<file path="src/rtl/branch_ctrl_pkg.sv">
// Shared types and constants for the branch resolution controller.
//   br_entry_t   : one in-flight predicted branch {pc, predict, pred_target}
//   ctrl_state_t : controller FSM state (RUN / FLUSH)
//   OP_BRANCH    : RV32 opcode[6:2] for B-type instructions
//   DEPTH_DEF / FLUSH_CYC_DEF : default parameter values
package branch_ctrl_pkg;

    localparam logic [4:0] OP_BRANCH     = 5'b11000;
    localparam int         DEPTH_DEF     = 4;
    localparam int         FLUSH_CYC_DEF = 2;

    typedef struct packed {
        logic [31:0] pc;
        logic        predict;
        logic [31:0] pred_target;
    } br_entry_t;

    typedef enum logic {
        RUN   = 1'b0,
        FLUSH = 1'b1
    } ctrl_state_t;

endpackage

</file>
<file path="src/rtl/br_fifo.sv">
// Synchronous FIFO holding in-flight branch entries in program order.
// Ports:
//   clk, rst     : clock, synchronous active-high reset
//   clear        : synchronous flush of all entries (wins over push/pop)
//   push, din    : write din at the tail
//   pop          : drop the head entry
//   dout         : head entry (combinational, valid when !empty)
//   full, empty  : occupancy flags
//   count        : current number of entries
// Push while full is only legal together with a pop; the caller guarantees it.
module br_fifo #(
    parameter int DEPTH = 4,
    parameter int W     = 65
) (
    input  logic                       clk,
    input  logic                       rst,
    input  logic                       clear,
    input  logic                       push,
    input  logic [W-1:0]               din,
    input  logic                       pop,
    output logic [W-1:0]               dout,
    output logic                       full,
    output logic                       empty,
    output logic [$clog2(DEPTH):0]     count
);

    localparam int AW = $clog2(DEPTH);

    logic [W-1:0]  mem [DEPTH];
    logic [AW-1:0] wr_ptr;
    logic [AW-1:0] rd_ptr;

    // DEPTH is a power of two, so the pointers wrap by natural overflow.
    always_ff @(posedge clk) begin
        if (rst || clear) begin
            wr_ptr <= '0;
            rd_ptr <= '0;
            count  <= '0;
        end else begin
            if (push) wr_ptr <= wr_ptr + AW'(1);
            if (pop)  rd_ptr <= rd_ptr + AW'(1);
            case ({push, pop})
                2'b10:   count <= count + (AW+1)'(1);
                2'b01:   count <= count - (AW+1)'(1);
                default: count <= count;
            endcase
        end
    end

    // Storage carries no reset; entries are only read while counted valid.
    always_ff @(posedge clk) begin
        if (push && !clear && !rst) mem[wr_ptr] <= din;
    end

    assign dout  = mem[rd_ptr];
    assign full  = (count == (AW+1)'(DEPTH));
    assign empty = (count == '0);

endmodule

</file>
<file path="src/rtl/branch_resolve_ctrl.sv">
// Branch resolution controller between the IF stage (predictor + PC mux)
// and the EX branch unit of a 5-stage RISC-V pipeline.
// Ports:
//   clk, rst                     : clock, synchronous active-high reset
//   if_valid/if_is_branch/if_pc/if_predict/if_pred_target : IF-side branch info
//   ex_valid/ex_is_branch/ex_taken/ex_target              : EX-side resolution
//   stall_if                     : queue full and no pop this cycle
//   pred_btype, pred_taken       : one-cycle predictor training pulse
//   flush                        : squash younger instructions (FLUSH_CYC cycles)
//   redirect_valid, redirect_pc  : one-cycle PC redirect
//   occupancy                    : in-flight branch count
//   branch_cnt, mispredict_cnt   : saturating statistics
//   err_underflow                : sticky, EX resolved a branch with no entry
//
// Queue handshake: an IF branch is accepted (pushed) in a cycle when it is
// valid, the FSM is in RUN, and the queue has room or the head is popped in
// the same cycle; otherwise stall_if holds it. An EX branch is consumed
// (popped) in a cycle when it is valid, the FSM is in RUN and the queue is
// non-empty. Both transfers complete at the rising clock edge.
module branch_resolve_ctrl
    import branch_ctrl_pkg::*;
#(
    parameter int DEPTH     = DEPTH_DEF,
    parameter int FLUSH_CYC = FLUSH_CYC_DEF,
    parameter int CNT_W     = 16
) (
    input  logic                       clk,
    input  logic                       rst,
    input  logic                       if_valid,
    input  logic                       if_is_branch,
    input  logic [31:0]                if_pc,
    input  logic                       if_predict,
    input  logic [31:0]                if_pred_target,
    input  logic                       ex_valid,
    input  logic                       ex_is_branch,
    input  logic                       ex_taken,
    input  logic [31:0]                ex_target,
    output logic                       stall_if,
    output logic                       pred_btype,
    output logic                       pred_taken,
    output logic                       flush,
    output logic                       redirect_valid,
    output logic [31:0]                redirect_pc,
    output logic [$clog2(DEPTH):0]     occupancy,
    output logic [CNT_W-1:0]           branch_cnt,
    output logic [CNT_W-1:0]           mispredict_cnt,
    output logic                       err_underflow
);

    localparam int FC_W = (FLUSH_CYC > 1) ? $clog2(FLUSH_CYC) : 1;

    ctrl_state_t state, state_next;
    logic [FC_W-1:0] flush_cnt, flush_cnt_next;

    br_entry_t   head;
    br_entry_t   new_entry;
    logic        full, empty;
    logic        in_run;
    logic        resolve_req;
    logic        push, pop, mispredict;
    logic [31:0] act_next, pred_next;

    assign in_run      = (state == RUN);
    assign resolve_req = ex_valid & ex_is_branch;
    assign pop         = resolve_req & in_run & ~empty;

    assign act_next    = ex_taken     ? ex_target        : head.pc + 32'd4;
    assign pred_next   = head.predict ? head.pred_target : head.pc + 32'd4;
    // Compare next-PCs, so a taken prediction with a wrong target also counts.
    assign mispredict  = pop & (act_next != pred_next);

    // A push alongside a mispredicting pop is wrong-path and is dropped.
    assign push        = if_valid & if_is_branch & in_run & (~full | pop) & ~mispredict;
    assign stall_if    = in_run & full & ~pop;
    assign flush       = (state == FLUSH);

    assign new_entry.pc          = if_pc;
    assign new_entry.predict     = if_predict;
    assign new_entry.pred_target = if_pred_target;

    br_fifo #(
        .DEPTH (DEPTH),
        .W     ($bits(br_entry_t))
    ) u_fifo (
        .clk   (clk),
        .rst   (rst),
        .clear (mispredict),
        .push  (push),
        .din   (new_entry),
        .pop   (pop),
        .dout  (head),
        .full  (full),
        .empty (empty),
        .count (occupancy)
    );

    // FSM state register
    always_ff @(posedge clk) begin
        if (rst) begin
            state     <= RUN;
            flush_cnt <= '0;
        end else begin
            state     <= state_next;
            flush_cnt <= flush_cnt_next;
        end
    end

    // FSM next state
    always_comb begin
        state_next     = state;
        flush_cnt_next = flush_cnt;
        case (state)
            RUN: begin
                if (mispredict) begin
                    state_next     = FLUSH;
                    flush_cnt_next = FC_W'(FLUSH_CYC - 1);
                end
            end
            FLUSH: begin
                if (flush_cnt == '0) state_next = RUN;
                else                 flush_cnt_next = flush_cnt - FC_W'(1);
            end
            default: state_next = RUN;
        endcase
    end

    // Registered resolution outputs and statistics
    always_ff @(posedge clk) begin
        if (rst) begin
            pred_btype     <= 1'b0;
            pred_taken     <= 1'b0;
            redirect_valid <= 1'b0;
            redirect_pc    <= 32'h0;
            branch_cnt     <= '0;
            mispredict_cnt <= '0;
            err_underflow  <= 1'b0;
        end else begin
            pred_btype     <= pop;
            pred_taken     <= pop & ex_taken;
            redirect_valid <= mispredict;
            if (mispredict) redirect_pc <= act_next;
            if (pop && branch_cnt != '1)
                branch_cnt <= branch_cnt + CNT_W'(1);
            if (mispredict && mispredict_cnt != '1)
                mispredict_cnt <= mispredict_cnt + CNT_W'(1);
            if (resolve_req && in_run && empty)
                err_underflow <= 1'b1;
        end
    end

endmodule

</file>
<file path="config.mk">
export PLATFORM = sky130hd
export DESIGN_NAME = branch_resolve_ctrl
export DESIGN_NICKNAME = d
export VERILOG_FILES = /design/src/rtl/branch_ctrl_pkg.sv /design/src/rtl/br_fifo.sv /design/src/rtl/branch_resolve_ctrl.sv
export SDC_FILE = /design/constraint.sdc
export NUM_CORES = 1
export LEC_CHECK = 0
export ABC_AREA = 1
export CAP_MARGIN = 10
export CORE_MARGIN = 8
export CORE_UTILIZATION = 62
export DETAILED_ROUTE_END_ITERATION = 10
export HOLD_SLACK_MARGIN = 0.05
export PLACE_DENSITY = 0.88
export SYNTH_ARGS = -nofsm -noshare
export SYNTH_HDL_FRONTEND = slang
export SYNTH_SLANG_ARGS = --single-unit
</file>
<file path="constraint.sdc">
create_clock -name clk -period 15.7 [get_ports clk]
set_clock_uncertainty 0.2 [all_clocks]
set_input_delay 3.925 -clock clk [delete_from_list [all_inputs] [get_ports clk]]
set_output_delay 3.925 -clock clk [all_outputs]
set_load 0.01 [all_outputs]
</file>
==> metrics, run 1 <==
Crit path max-delay family=simple AND/OR/NAND/NOR gates; slowest stage delay, CP=0.88 ns; hold buffers post-CTS=0; largest net degree at the start of global routing=85; Hold WS=0.271 ns; Die Y-Extent=roughly 180 µm; Avg WL per Cell=19.6 µm; final count of pins violating max slew=0; Critical Path, Cell by Cell=clkdlybuf4s50_1 -> buf_4 -> clkinv_1 -> buf_4 -> or2_2 -> nand2_1 -> nand2_1 -> nand2_1 -> nand3_1 -> nor2_1 -> nand2_1 -> nor2_1 -> nand3_4 -> nand2_4 -> nand3_1 -> nor2_4 -> buf_4; DRT iter0 DRCs=~1800; most frequent cells in the layout=nand2_1, edfxtp_1, nand3_1; post-CTS setup buffer count=0; clock sink count=339; Worst VDD drop=between 100 and 150 µV; final WL=about 50 mm; syn_nets=roughly 2100; flops & latches, synth=339; post-synthesis cell type count=39; antenna violations before repair=0; post-route cell area=19700 µm²; total power=between 0.002 and 0.0025 W; min Tclk post-route=~9.5 ns; post-synthesis area per instance=about 8.5 µm²; routed via count=14751; IO Pins=approximately 180; FP Rows=60; Setup CP Type=input pin to flop; maximum clock frequency=around 110 MHz; Max-Cap Viols=0; Synth area leaders=edfxtp_1, nand2_1, dfxtp_1; PD cells=around 110 nW/µm²; WP data required=between 15 and 20 ns; DIE AREA=around 32000 µm²; number of global-route vias before repair=~14000; crit-path most repeated cell=nand2_1; Max clock buf depth=3; slowest CP cell=nor2_4; RSZ-0062 raised after global routing=false; CTS root buffer=clkbuf_16; Worst Path Buf+Inv=5; GP Congestion=roughly 1; initial core utilization=a little over three fifths; first-pass GRT wire length=about 75 mm; Place WS=approximately 5.8 ns; # fillers=approximately 1900; final setup vio count=0; crit path DAT=~9.4 ns; Total Routing Usage GR=between 20% and 30%; vias per inst=roughly 5.9; setup TNS after final layout=0 ns; ANT nets after route=0; top-area cell type share of the netlist area=between 40 and 50%; Max-slew headroom=between 30% and 40%; sequential area share after synthesis=56.2%; Synth warnings=0; Hold Vio Cnt, Final=0; fin nets=2229; most common cell after layout, fill and taps aside=nand2_1; synthesized area=16700 µm²; Startpoint Class=input pin; CTS Buf Count=36; Chip Width=approximately 180 µm; Hold Path Class=flop to flop; share of cells above drive strength 1=under 10%; Cells after Synth=between 1500 and 2000; Worst R2R Setup Slack=about 7.8 ns; crit share post-route=60.3%; cts repair resizes=0; Worst-path clk slew=0.06 ns; leakage power=between 7 and 8 nW; Setup WS post-layout=between 6 and 7 ns; First-pass DRT Iterations=6; Placement Cell Area=18600 µm²; P&R area growth vs syn=17.8%; Crit Path Max Fanout=45; Skew-Pair Late Insertion Delay=0.54 ns; cell taking the most area after synthesis=edfxtp_1; Critical Path End Type=flop; CTS tree=done; Ant. Diodes=0; DP HPWL=roughly 33 mm; Overflow after GRT=0; Slew @ Worst Pin=just over 1 ns; H-tree Lvls=2; DR DRC count=0; core area=between 20000 and 30000 µm²; outcome=complete, no violations; port bufs=~180
## worst reg2reg max path, cell delays in order, from the launching register on
cell,delay [ns]
dfxtp_2,0.31
buf_4,0.60
clkinv_2,0.62
buf_4,0.57
a21oi_1,0.32
a32oi_2,0.09
buf_4,0.31
inv_2,0.78
nand3_1,0.27
nand4_1,0.16
nand2_1,0.06
inv_1,0.05
nand2_1,0.05
nor2_1,0.11
nand2_1,0.06
nor2_1,0.16
nand3_4,0.30
nand2_4,0.48
nand3_1,0.43
nor2_4,0.88
buf_4,0.64
## final cells by class
type	instances	area (µm²)	share of cell area, %
Sequential cell	339	9390	47.7
Inverter	102	385	1.96
Timing Repair Buffer	190	1870	9.48
Clock inverter	23	196	0.997
Tap cell	341	427	2.17
Multi-Input combinational cell	1447	6500	33.0
Clock buffer	42	923	4.69
## final timing paths
| check | cells after the start | start | to |
|---|---|---|---|
| worst max register to register | 20 | flop | u_fifo.mem[0][6] |
| worst min-delay path | 2 | flush_cnt | flush |
| worst min register to register | 2 | flush_cnt | flush |
| worst max-delay path | 17 | ex_taken | u_fifo.mem[0][6] |
## routing by layer
layer	track usage (%)	wire length, µm	up-vias
met5	0	0	-
met4	13.2	2250	0
met3	5.06	4690	160
met2	49.3	23400	870
met1	35.9	18500	6847
li1	-	-	6874
## cell usage after synthesis, drive strengths merged
cell type	count
edfxtp	260
clkbuf	36
nor3	13
nor2	161
a32oi	17
nand2	808
o22ai	6
a32o	8
nand4	25
xnor2	5
buf	51
a211oi	1
fa	1
nor3b	2
nor4	3
dfxtp	79
clkinv	1
or2	38
a21oi	51
ha	8
nand3	221
o21ai	68
a22oi	4
inv	101
xor2	7
## report_power, final
part / leakage (nW) / internal (W) / switching, W
clock: 0.541 / 0.000460 / 0.000354
sequential: 2.99 / 0.000987 / 0.0000155
combinational: 4.31 / 0.000108 / 0.000202
total: 7.84 / 0.00155 / 0.000571
## metrics by stage
step | utilization (%) | cells
6_report | 73.7 | 2484
5_1_grt | 73.7 | 2484
4_1_cts | 73.7 | 2484
3_5_place_dp | 69.5 | 2419
3_3_place_gp | 69.5 | 2419
2_1_floorplan | - | 1975
## sequential cells by signal, indices dropped and copies added (netlist names), 2 cells and up, named ones only
signal / flops
redirect_pc: 32
u_fifo.rd_ptr: 2
u_fifo.mem: 260
branch_cnt: 16
u_fifo.count: 3
u_fifo.wr_ptr: 2
mispredict_cnt: 16
## kinds of logic after synthesis
logic type | synth area share [%]
buffers and inverters | 5.09
XOR/XNOR | 0.629
AND/OR/NAND/NOR | 32.0
flip-flops | 56.2
adder cells (fa/ha/maj) | 0.719
AO/OA/AOI/OAI | 5.43
Power figures use the tool's default switching activity.
==> run 2: changes to the inputs <==
- CORE_UTILIZATION: 62 -> 57
- PLACE_DENSITY: 0.88 -> 0.82
- clock period: 15.7 -> 9.05 ns (I/O delays scaled with it)
==> metrics, run 2 (same netlist as run 1, synthesis figures left out) <==
FP Rows=62 (+3.3%); First-pass DRT Iterations=5 (-1); post-route cell area=19900 µm² (+0.91%); Total Routing Usage GR=26.4% (-2.6 points); routed via count=14500 (-1.7%); DRT iter0 DRCs=1287 (-29%); DIE AREA=35100 µm² (+8.0%); Placement Cell Area=18700 µm² (+0.60%); IO Pins=177 (unchanged); core area=28800 µm² (+7.7%); P&R area growth vs syn=18.9%; setup TNS after final layout=0 ns (unchanged); initial core utilization=58.1% (-4.5 points); Overflow after GRT=0 (unchanged); WP data required=9.06 ns (-6.60 ns); CTS Buf Count=36 (unchanged); largest registers=u_fifo.mem x260, redirect_pc x32; vias per inst=5.74 (-3.4%); DP HPWL=33.1 mm (-0.79%); Crit Path Max Fanout=70 (+56%); Hold Vio Cnt, Final=0 (unchanged); largest net degree at the start of global routing=72 (-15%); Worst-path clk slew=0.06 ns (about the same); first-pass GRT wire length=74.2 mm (-1.6%); Startpoint Class=flop; Hold WS=0.274 ns (+0.00384 ns); hold buffers post-CTS=0 (unchanged); port bufs=176 (unchanged); Die Y-Extent=187 µm (+3.9%); number of global-route vias before repair=13823 (-2.8%); crit share post-route=between 80 and 90%; Chip Width=187 µm (+3.9%); CTS root buffer=clkbuf_16; share of cells above drive strength 1=6.62% (+0.090 points); Largest register FFs=260 (unchanged); ANT nets after route=0 (unchanged); clock sink count=339 (unchanged); Hold Path Class=flop to flop; PD cells=189 nW/µm² (+75%); Critical Path End Type=flop; Worst VDD drop=150 µV (+42%); most common cell after layout, fill and taps aside=nand2_1; cts repair resizes=0 (unchanged); Setup CP Type=flop to flop; Max clock buf depth=3 (unchanged); post-route non-filler standard cell count=2528 (+1.8%); Avg WL per Cell=18.8 µm (-4.0%); Slew @ Worst Pin=1.03 ns (+0.0236 ns); final setup vio count=0 (unchanged); # fillers=2209 (+15%); Largest Register=u_fifo.mem; post-route core utilization=69.1% (-4.6 points); antenna violations before repair=0 (unchanged); crit path DAT=7.29 ns (-2.13 ns); leakage power=7.90 nW (+0.71%); Max-Cap Viols=0 (unchanged); min Tclk post-route=between 7 and 8 ns; post-CTS setup buffer count=0 (unchanged); fin nets=2230 (+0.045%); CTS tree=done; Skew-Pair Late Insertion Delay=0.54 ns (about the same); DR DRC count=0 (unchanged); final count of pins violating max slew=0 (unchanged); final WL=47.6 mm (-2.3%); post-placement cell count=2463 (+1.8%); H-tree Lvls=2 (unchanged); Ant. Diodes=0 (unchanged); most frequent cells in the layout=nand2_1, edfxtp_1, nand3_1; outcome=complete, no violations; RSZ-0062 raised after global routing=false; maximum clock frequency=about 140 MHz; GP Congestion=0.937 (-6.3%); Max-slew headroom=31.2% (-1.5 points)
run 2: power breakdown:
group	internal [W]	switching, W
Sequential	0.00171	0.0000279
Combinational	0.000188	0.000346
Clock	0.000877	0.000609
run 2: metrics by stage:
step,setup slack [ns],power (W)
final,1.77,0.00376
after global routing,1.32,0.00389
after CTS,1.87,0.00376
after detailed placement,1.48,0.00230
after global placement,1.68,0.00228
after floorplan,1.60,0.00210
run 2: critical path, cell delays in order (launching register included):
cell and delay, ns:
dfxtp_4 0.81, clkinv_2 0.92, nand2_1 0.25, nand3_1 0.10, nand2_1 0.24, inv_1 0.16, ha_1 0.26, nand3_1 0.12
nor2_1 0.06, nand3_1 0.17, nor2_2 0.12, nand3_1 0.19, nand2_1 0.13, nand2_1 0.10, nand2_1 0.08, nand2_1 0.06
nand2_1 0.06, nor2_1 0.12, nand2_1 0.09, nor2_2 0.15, nand3_4 0.30, nand2_4 0.47, nand3_1 0.43, nor2_4 0.83
buf_12 0.34
run 2: layer usage:
layer / routed length (µm) / vias up / GRT usage [%]
met1: 18700 / 6797 / 33.6
met2: 22800 / 717 / 44.1
met3: 4260 / 114 / 4.59
li1: - / 6872 / -
met4: 1900 / 0 / 11.2
met5: 0 / - / 0
run 2: final timing paths:
| kind | end | slack, ns | from | cells past startpoint |
|---|---|---|---|---|
| setup / recovery | u_fifo.mem[0][10] | 1.77 | flop | 24 |
| hold / removal | branch_cnt[4] | 0.27 | branch_cnt[4] | 2 |
| setup reg to reg | u_fifo.mem[0][10] | 1.77 | flop | 24 |
| hold reg to reg | branch_cnt[4] | 0.27 | branch_cnt[4] | 2 |
run 2: area by class of cell:
cell class	count	area (µm²)	area share, %
Clock buffer	41	920	4.63
Clock inverter	24	268	1.35
Inverter	102	385	1.94
Multi-Input combinational cell	1447	6500	32.7
Sequential cell	339	9390	47.3
Tap cell	384	480	2.42
Timing Repair Buffer	191	1920	9.68
==> run 3: changes to the inputs <==
- clock period: 9.05 -> 6.77 ns (I/O delays scaled with it)
==> metrics, run 3 (same netlist as run 1, synthesis figures left out) <==
sw power=0.00129 W (+31%); Max-slew headroom=47.0% (+16 points); Worst Hold Launch=branch_cnt[4]; fin nets=2234 (+0.18%); DIE AREA=35100 µm² (unchanged); number of global-route vias before repair=14013 (+1.4%); Largest register FFs=260 (unchanged); DRT iter0 DRCs=1615 (+25%); Worst R2R Setup Slack=0.54 ns (-1.23 ns); RSZ-0062 raised after global routing=false; ANT nets after route=0 (unchanged); sequential share of power=47.3% (+1.0 points); CTS tree=done; Worst VDD drop=232 µV (+54%); Worst-path clk slew=0.06 ns (about the same); antenna violations before repair=0 (unchanged); port bufs=176 (unchanged); leakage power=7.89 nW (about the same); first-pass GRT wire length=74.9 mm (+1.0%); Worst Reg-to-Reg Cells=20 (-17%); CTS root buffer=clkbuf_16; Startpoint Class=flop; Setup CP Type=flop to flop; most common cell after layout, fill and taps aside=nand2_1; crit share post-route=92.0% (+12 points); crit-path most repeated cell=nand2_1; Critical Path, Cell by Cell=buf_6 -> nand2_1 -> nand3_1 -> nand2_1 -> nor2_1 -> nand2_1 -> nor2_1 -> nand4_1 -> nand3_1 -> nand2_1 -> nand2_1 -> nand2_1 -> nor2_1 -> nand2_1 -> nor2_2 -> nand3_4 -> nand2_4 -> nand3_1 -> nor2_4 -> buf_12; Crit Path Max Fanout=85 (+21%); final count of pins violating max slew=0 (unchanged); final setup vio count=0 (unchanged); DR DRC count=0 (unchanged); reg-to-reg endpoint=u_fifo.mem[1][21]; WP data required=6.75 ns (-2.31 ns); PD cells=247 nW/µm² (+31%); Ant. Diodes=0 (unchanged); Hold WS=0.266 ns (-0.00793 ns); Hold Path Class=flop to flop; slowest CP cell=dfxtp_4; combinational group share of total power=14.7% (+0.5 points); First-pass DRT Iterations=6 (+1); vias per inst=5.71 (-0.44%); total power=0.00492 W (+31%); hold buffers post-CTS=0 (unchanged); Crit path max-delay family=simple AND/OR/NAND/NOR gates; DP HPWL=33.7 mm (+1.7%); crit path DAT=6.20 ns (-1.09 ns); maximum clock frequency=161 MHz (+17%); outcome=complete, no violations; internal power=0.00363 W (+31%); Avg WL per Cell=19.1 µm (+1.3%); Critical Path End Type=flop; Overflow after GRT=0 (unchanged); min Tclk post-route=6.23 ns (-1.05 ns); initial core utilization=58.1% (unchanged); clock sink count=339 (unchanged); most frequent cells in the layout=nand2_1, edfxtp_1, nand3_1; H-tree Lvls=2 (unchanged); Slew @ Worst Pin=0.792 ns (-0.239 ns); clock network power share=38.0% (-1.5 points); GP Congestion=0.960 (+2.5%); final WL=48.3 mm (+1.5%); Hold Vio Cnt, Final=0 (unchanged); Largest Register=u_fifo.mem; largest net degree at the start of global routing=125 (+74%); Max-Cap Viols=0 (unchanged); Die Y-Extent=187 µm (unchanged); Placement Cell Area=18800 µm² (+0.36%); share of cells above drive strength 1=6.71% (+0.084 points); hold depth=2 (unchanged); routed via count=14453 (-0.32%); Worst Path Buf+Inv=2 (-1); IO Pins=177 (unchanged); Skew-Pair Late Insertion Delay=0.52 ns (-0.02 ns); CTS Buf Count=36 (unchanged); Chip Width=187 µm (unchanged); Max clock buf depth=3 (unchanged); post-route cell area=19900 µm² (about the same); worst hold endpoint=branch_cnt[4]; largest registers=u_fifo.mem x260, redirect_pc x32; Total Routing Usage GR=26.7% (+0.22 points); core area=28800 µm² (unchanged); switching share of power=26.2% (+0.10 points); slowest stage delay, CP=0.76 ns (-0.16 ns); FP Rows=62 (unchanged); P&R area growth vs syn=18.9% (about the same)
==> run 3: changes by cell type in the layout (fill, tap and decap cells not counted), moves of 2 or more <==
| cell | previous run | this run |
|---|---|---|
| clkinvlp_4 | 0 | 2 |
| clkbuf_1 | 5 | 9 |
| clkinv_8 | 3 | 0 |
| clkinv_1 | 10 | 7 |
| bufinv_16 | 5 | 2 |
| buf_12 | 4 | 7 |
| inv_6 | 0 | 2 |
==> run 3: cell type report <==
class / count / area (µm²)
clock buffers: 46 / 960
clock inverters: 18 / 145
fillers: 2209 / 8920
inverters: 102 / 385
multi-input cells: 1447 / 6500
flip-flops and latches: 339 / 9390
well taps: 384 / 480
repair buffers: 195 / 2000
==> run 3: routing by layer <==
| metal | global-route usage [%] | up-vias | share of wire [%] |
|---|---|---|---|
| li1 | - | 6880 | - |
| met1 | 33.6 | 6711 | 39 |
| met2 | 44.5 | 731 | 48 |
| met3 | 5.11 | 131 | 9.4 |
| met4 | 11.1 | 0 | 4.0 |
| met5 | 0 | - | 0 |
==> run 3: worst register-to-register path: stages (launching register included) <==
cell,delay [ns]
dfxtp_4,0.76
buf_6,0.58
nand2_1,0.19
nand3_1,0.13
nand2_1,0.14
nor2_1,0.21
nand2_1,0.12
nor2_1,0.35
nand4_1,0.24
nand3_1,0.15
nand2_1,0.06
nand2_1,0.06
nand2_1,0.04
nor2_1,0.12
nand2_1,0.11
nor2_2,0.22
nand3_4,0.32
nand2_4,0.49
nand3_1,0.44
nor2_4,0.51
buf_12,0.38
==> run 3: metrics by stage <==
stage          utilization [%]  setup slack, ns  instances  setup TNS [ns]
2_1_floorplan                -           -0.114       1975          -29.58
3_5_place_dp              65.2            0.365       2467               0
5_1_grt                   69.0            0.135       2531               0
4_1_cts                   69.0            0.461       2531               0
6_report                  69.0            0.544       2531               0
3_3_place_gp              65.2            0.450       2467               0
==> run 3: how the worst max path moves through the flow <==
stage / slack, ns / endpoint / depth (start not counted)
final: 0.54 / u_fifo.mem[1][21] / 20
after global routing: 0.14 / u_fifo.mem[1][21] / 26
after CTS: 0.46 / u_fifo.mem[1][5] / 22
after detailed placement: 0.37 / u_fifo.mem[1][23] / 16
after global placement: 0.45 / u_fifo.mem[1][29] / 16
after floorplan: -0.11 / u_fifo.mem[0][0] / 15
==> run 3: power groups by stage <==
stage	clock network (W)	registers, W	logic, W
after CTS	0.00188	0.00232	0.000717
after global placement	0	0.00237	0.000692
final	0.00187	0.00232	0.000723
after detailed placement	0	0.00237	0.000711
after global routing	0.00197	0.00233	0.000795
after floorplan	0	0.00236	0.000447
==> run 3: timing repair <==
action,in CTS,in global routing
setup endpoints to repair,0,88
gates resized for setup,0,1
setup buffers,0,0
hold endpoints to repair,0,0
